$ cat config.mk
export PLATFORM = sky130hd
export DESIGN_NAME = axis_rr_arbiter
export DESIGN_NICKNAME = d
export VERILOG_FILES = /design/src/rtl/axis_rr_arbiter.sv
export SDC_FILE = /design/constraint.sdc
export NUM_CORES = 1
export LEC_CHECK = 0
export CAP_MARGIN = 20
export CORE_MARGIN = 2
export CORE_UTILIZATION = 39
export CTS_CLUSTER_DIAMETER = 120
export DETAILED_ROUTE_END_ITERATION = 10
export PLACE_DENSITY = 0.83
export SYNTH_ARGS = -nofsm -noshare
export SYNTH_HDL_FRONTEND = slang
export SYNTH_SLANG_ARGS = --single-unit
export TNS_END_PERCENT = 20
$ cat constraint.sdc
create_clock -name clk -period 2.85 [get_ports clk]
set_input_delay 0.57 -clock clk [delete_from_list [all_inputs] [get_ports clk]]
set_output_delay 0.57 -clock clk [all_outputs]
set_load 0.01 [all_outputs]
$ cat src/rtl/axis_rr_arbiter.sv
// Two-input round-robin AXI-Stream arbiter with packet/burst-length grant holding
// and a single registered output stage.
module axis_rr_arbiter #(
  parameter int DATA_WD   = 64,
  parameter int BURST_LEN = 16
) (
  input  logic               clk,
  input  logic               rst,
  input  logic               s00_axis_tvalid,
  input  logic [DATA_WD-1:0] s00_axis_tdata,
  input  logic               s00_axis_tlast,
  output logic               s00_axis_tready,
  input  logic               s01_axis_tvalid,
  input  logic [DATA_WD-1:0] s01_axis_tdata,
  input  logic               s01_axis_tlast,
  output logic               s01_axis_tready,
  output logic               m_axis_tvalid,
  output logic [DATA_WD-1:0] m_axis_tdata,
  output logic               m_axis_tlast,
  input  logic               m_axis_tready,
  output logic [1:0]         grant
);

  typedef enum logic [1:0] {
    IDLE = 2'd0,
    GNT0 = 2'd1,
    GNT1 = 2'd2
  } state_t;

  localparam logic [7:0] BURST_LAST = 8'(BURST_LEN - 1);

  state_t             state, state_nxt;
  logic               last_gnt, last_gnt_nxt;
  logic [7:0]         beat_cnt;
  logic               valid_reg;
  logic [DATA_WD-1:0] data_reg;
  logic               last_reg;
  logic               out_rdy;
  logic               sel_valid;
  logic [DATA_WD-1:0] sel_data;
  logic               sel_last;
  logic               accept;

  assign out_rdy         = !valid_reg || m_axis_tready;
  assign s00_axis_tready = (state == GNT0) && out_rdy;
  assign s01_axis_tready = (state == GNT1) && out_rdy;
  assign grant           = {state == GNT1, state == GNT0};
  assign m_axis_tvalid   = valid_reg;
  assign m_axis_tdata    = data_reg;
  assign m_axis_tlast    = last_reg;

  always_comb begin
    sel_valid = 1'b0;
    sel_data  = '0;
    sel_last  = 1'b0;
    case (state)
      GNT0: begin
        sel_valid = s00_axis_tvalid;
        sel_data  = s00_axis_tdata;
        sel_last  = s00_axis_tlast;
      end
      GNT1: begin
        sel_valid = s01_axis_tvalid;
        sel_data  = s01_axis_tdata;
        sel_last  = s01_axis_tlast;
      end
      default: ;
    endcase
  end

  assign accept = sel_valid && out_rdy;

  // Contention goes to whichever source was not served last.
  always_comb begin
    state_nxt    = state;
    last_gnt_nxt = last_gnt;
    case (state)
      IDLE: begin
        if (s00_axis_tvalid && (!s01_axis_tvalid || last_gnt)) begin
          state_nxt    = GNT0;
          last_gnt_nxt = 1'b0;
        end else if (s01_axis_tvalid) begin
          state_nxt    = GNT1;
          last_gnt_nxt = 1'b1;
        end
      end
      GNT0, GNT1: begin
        if (accept && (sel_last || beat_cnt == BURST_LAST)) state_nxt = IDLE;
      end
      default: state_nxt = IDLE;
    endcase
  end

  always_ff @(posedge clk or posedge rst) begin
    if (rst) begin
      state    <= IDLE;
      last_gnt <= 1'b1;
    end else begin
      state    <= state_nxt;
      last_gnt <= last_gnt_nxt;
    end
  end

  // Grants are only entered from IDLE, so holding the count at zero there clears it per grant.
  always_ff @(posedge clk or posedge rst) begin
    if (rst) begin
      beat_cnt <= '0;
    end else if (state == IDLE) begin
      beat_cnt <= '0;
    end else if (accept) begin
      beat_cnt <= beat_cnt + 8'd1;
    end
  end

  always_ff @(posedge clk or posedge rst) begin
    if (rst) begin
      valid_reg <= 1'b0;
      data_reg  <= '0;
      last_reg  <= 1'b0;
    end else if (out_rdy) begin
      valid_reg <= sel_valid;
      if (state != IDLE) begin
        data_reg <= sel_data;
        last_reg <= sel_last;
      end
    end
  end

endmodule

== Word level (Yosys, flattened, before mapping) ==
Cells that the tools add are included.
W data, S select, Z words.
Storage, ports and cells
  bits in registers: 77
  input port bits: 135
  output and inout port bits: 70
  logic and storage cells: 41
Cells by class
  add/subtract/negate cells: 1
  equal/unequal tests: 5
  multiplexer cells: 11
  reduce and logical (&&, ||, !) cells: 18
Operators with widths (number)
  $pmux W64 S2: 1
  $mux W8: 2
  $add A8 B1 Y8 const B: 1
  $eq A8 B4 Y1 const B: 1
  $mux W2: 3
  $reduce_and A2 Y1: 3
  $reduce_bool A2 Y1: 3
  $logic_and A1 B1 Y1: 5
  $pmux W1 S2: 2
  $pmux W2 S2: 1
  $logic_or A1 B1 Y1: 3
  $ne A3 B3 Y1 const B: 1
  $eq A2 B1 Y1 const B: 1
  $eq A2 B2 Y1 const B: 1
  $logic_not A1 Y1: 2
  $logic_not A2 Y1: 1
  $mux W1: 2
  $ne A2 B2 Y1 const B: 1
  $reduce_or A2 Y1: 1

== Depth between registers and ports, before layout ==
  depth after elaboration: 6
  mapped depth: 7

== Worst setup path before layout ==
No wires, ideal clock.
  path kind: register -> output
  start: register state[1]
  end: output s00_axis_tready
  arrival time: 1.420 ns
  data required time: 2.280 ns
  path slack: 0.860 ns
  stages on the path, launching flop included: 6
  path through: dfrtp_1 inv_1 ha_1 buf_2 buf_1 and2_1
On the way
  longest elaborated chain between the ends: 2
RTL lines
  start: declaration: line 32  | state_t state, state_nxt;
  start signal: assignment: line 99  | state <= state_nxt;
  $eq A2 B1 Y1
  net grant[0]: line 21  | output logic [1:0] grant
  $logic_and A1 B1 Y1: line 45  | assign s00_axis_tready = (state == GNT0) && out_rdy;
  end: declaration: line 12  | output logic s00_axis_tready,
The timed path passes the listed nets, and every way through them passes these cells.

== Final worst setup path ==
  start: register state[1]
  end: output s00_axis_tready
On the way
  longest elaborated chain between the ends: 2
RTL lines (line)
  $eq A2 B1 Y1: 45
  $logic_and A1 B1 Y1: 45
Every way passes these cells.

==> results.json <==
{
  "status": "finished, final reports clean",
  "holdBufCountCts": 0,
  "dieArea_mm2": 0.0105,
  "ant_nets": 0,
  "dp_hpwl_um": 8530,
  "p_int_w": 0.00368,
  "die_h_um": 102,
  "crit_path_start_kind": "flop",
  "clkTransAtPathRegs_ps": 80,
  "setup_tns_ps": 0,
  "drt-total-wl_um": 11300,
  "numClockSinks": 77,
  "final_nets": 697,
  "path_buf_inv": 2,
  "critPathMaxFanout": 18,
  "seq_area_frac_synth_pct": 51.0,
  "cts_made_buffers": 9,
  "cts_tree": "yes",
  "die_width_um": 102,
  "fin_crit_ps": 2600,
  "rsz0062_at_grt": "false",
  "slowest_stage": "clkdlybuf4s50_1",
  "seq_power_share_pct": 29.8,
  "grt_pass1_vias": 3555,
  "cp.required_ps": 2280,
  "syn_nets": 508,
  "pre_cts_ws_ps": 377,
  "cap_violations": 0,
  "clkPwrFrac_pct": 13.7,
  "portBuffers": 204,
  "clk_path_buf_depth": 2,
  "hold_ws_ps": 505,
  "post_cts_buffers": 0,
  "path_delay_family": "buffers and inverters",
  "async_flop_share_pct": 100,
  "grt_pass1_wl_um": 17200,
  "yosys.area.top_type": "dfrtp_1",
  "yosysUniqueCellTypes": 34,
  "htreeDepth": 3,
  "overflow": 0,
  "min_period_over_period_pct": 91.2,
  "max_stage_delay_ps": 560,
  "fin_skew_ps": 8.59,
  "dr.first_iter.drc_count": 157,
  "root_buffer": "clkbuf_8",
  "fin_ws_ps": 251,
  "maxSlewViolCount": 0,
  "maxSlewHeadroom_pct": 56.3,
  "syn_to_final_growth_pct": 63.2,
  "floorplan.core_area_mm2": 0.00933,
  "p_per_area_mw_per_mm2": 987,
  "diodes": 0,
  "wire_per_inst_um": 16.3,
  "synth_edf_count": 0,
  "cp_cell_sequence": "inv_1, ha_2, and2_1, clkdlybuf4s50_1",
  "ctsResizeCount": 0,
  "tightest_slew_ps": 656,
  "ys.flop_type": "dfrtp_1",
  "syn-instance-count": 369,
  "grtUsageTotal_pct": 21.2,
  "clock_latency_ps": 350,
  "synth_common_cells": "dfrtp_1, nor2_1, a22o_1",
  "crit_type": "flop to primary output",
  "vias": 3698,
  "io_pins": 205,
  "drive_above_1_share_pct": 6.22,
  "peakVddDrop_v": 0.000470,
  "crit_arrival_ps": 2030,
  "postSynthAreaPerCell_um2": 10.2,
  "combPwrFrac_pct": 56.5,
  "synth_top_cell_area_share_pct": 50.3,
  "start_util_pct": 40.5,
  "hold_viol": 0,
  "cp-end-kind": "primary output",
  "yosysMostFrequentCell": "dfrtp_1",
  "syn_area_mm2": 0.00378,
  "grt_max_degree": 65,
  "swShare_pct": 39.5,
  "hold_class": "flop to flop",
  "setup_viol": 0,
  "synth-warning-count": 0,
  "leakagePower_nw": 2.56,
  "place_congestion": 0.770,
  "fmaxAchievable_ghz": 0.385,
  "synthTopCellsByArea": "dfrtp_1, a22o_1, a22oi_1",
  "antenna_found_initial": 0,
  "synth_seq_cells": 77,
  "fp-row-count": 35,
  "switchingPower_w": 0.00240,
  "routed_via_density": 5.34,
  "drtPass1Iterations": 4,
  "drc_errors": 0
}
## final cells by class
class                   count  area (um^2)
inverters                   3         12.5
clock buffers              11          141
repair buffers            216         2170
flip-flops and latches     77         1930
multi-input cells         251         1690
well taps                 129          161
fillers                   749         3160
clock inverters             5         60.1
## flip-flops by register name, indices dropped and copies added (netlist names)
name and cells:
state 2, beat_cnt 8, m_axis_tlast 1, m_axis_tdata 64
last_gnt 1, m_axis_tvalid 1
## cell usage in the layout (no fill, tap or decap), types with 2 or more instances in the layout
master and n:
inv_1 2, dfrtp_1 76, ha_2 3, nor2b_1 2
or3_1 2, a22o_1 65, o21ai_0 2, and3_1 2
nand4_1 3, and2_1 2, clkinvlp_4 4, nor2_1 69
a21oi_1 4, buf_12 3, a22oi_1 64, o21ai_1 3
o211ai_1 2, nand2_1 9, clkdlybuf4s50_1 204, clkbuf_8 10
xor2_1 4, buf_4 9
## worst paths after layout
check,start,endpoint,slack [ps],depth (start not counted)
max in group asynchronous,rst,m_axis_tdata[22]$_DFFE_PP0P_,1570,3
min reg2reg,m_axis_tdata[47]$_DFFE_PP0P_,m_axis_tdata[47]$_DFFE_PP0P_,500,1
min in group asynchronous,rst,m_axis_tdata[36]$_DFFE_PP0P_,590,2
min,m_axis_tdata[47]$_DFFE_PP0P_,m_axis_tdata[47]$_DFFE_PP0P_,500,1
max reg2reg,state[0]$_DFFE_PP0P_,state[0]$_DFFE_PP0P_,710,7
max,state[1]$_DFFE_PP0P_,s00_axis_tready,250,4
## kinds of logic (layout without fill, tap and decap cells)
family	after synthesis	count (layout)	synth area share, %
AOI/OAI and AO/OA	145	145	30.7
xor gates and xnor gates	4	4	0.927
adders and majority gates	4	4	1.32
buffers and inverters	41	235	4.57
DFF	77	77	51.0
muxes	1	1	0.265
and+or+nand+nor	97	97	11.2
## through the flow
stage,total power [W],utilization (%),cells,instance area (um^2)
floorplan,0.00366,-,369,3780
global placement,0.00521,63.9,676,5960
detailed placement,0.00530,63.9,676,5960
CTS,0.00615,66.1,692,6160
global route,0.00651,66.1,692,6160
finish,0.00609,66.1,692,6160
## power groups by stage
stage	registers, W	clock network (W)	logic, W
floorplan	0.00201	0	0.00165
global placement	0.00181	0	0.00340
detailed placement	0.00183	0	0.00347
CTS	0.00182	0.000852	0.00348
global route	0.00187	0.000903	0.00373
finish	0.00182	0.000832	0.00344
## per-layer routing
metal	vias up	wire, um	track usage [%]
met5	-	0	0
met4	0	291	8.10
met3	25	828	5.81
met2	148	5710	37.8
met1	1761	4450	24.1
li1	1764	-	-
(Power assumes the default switching activity.)
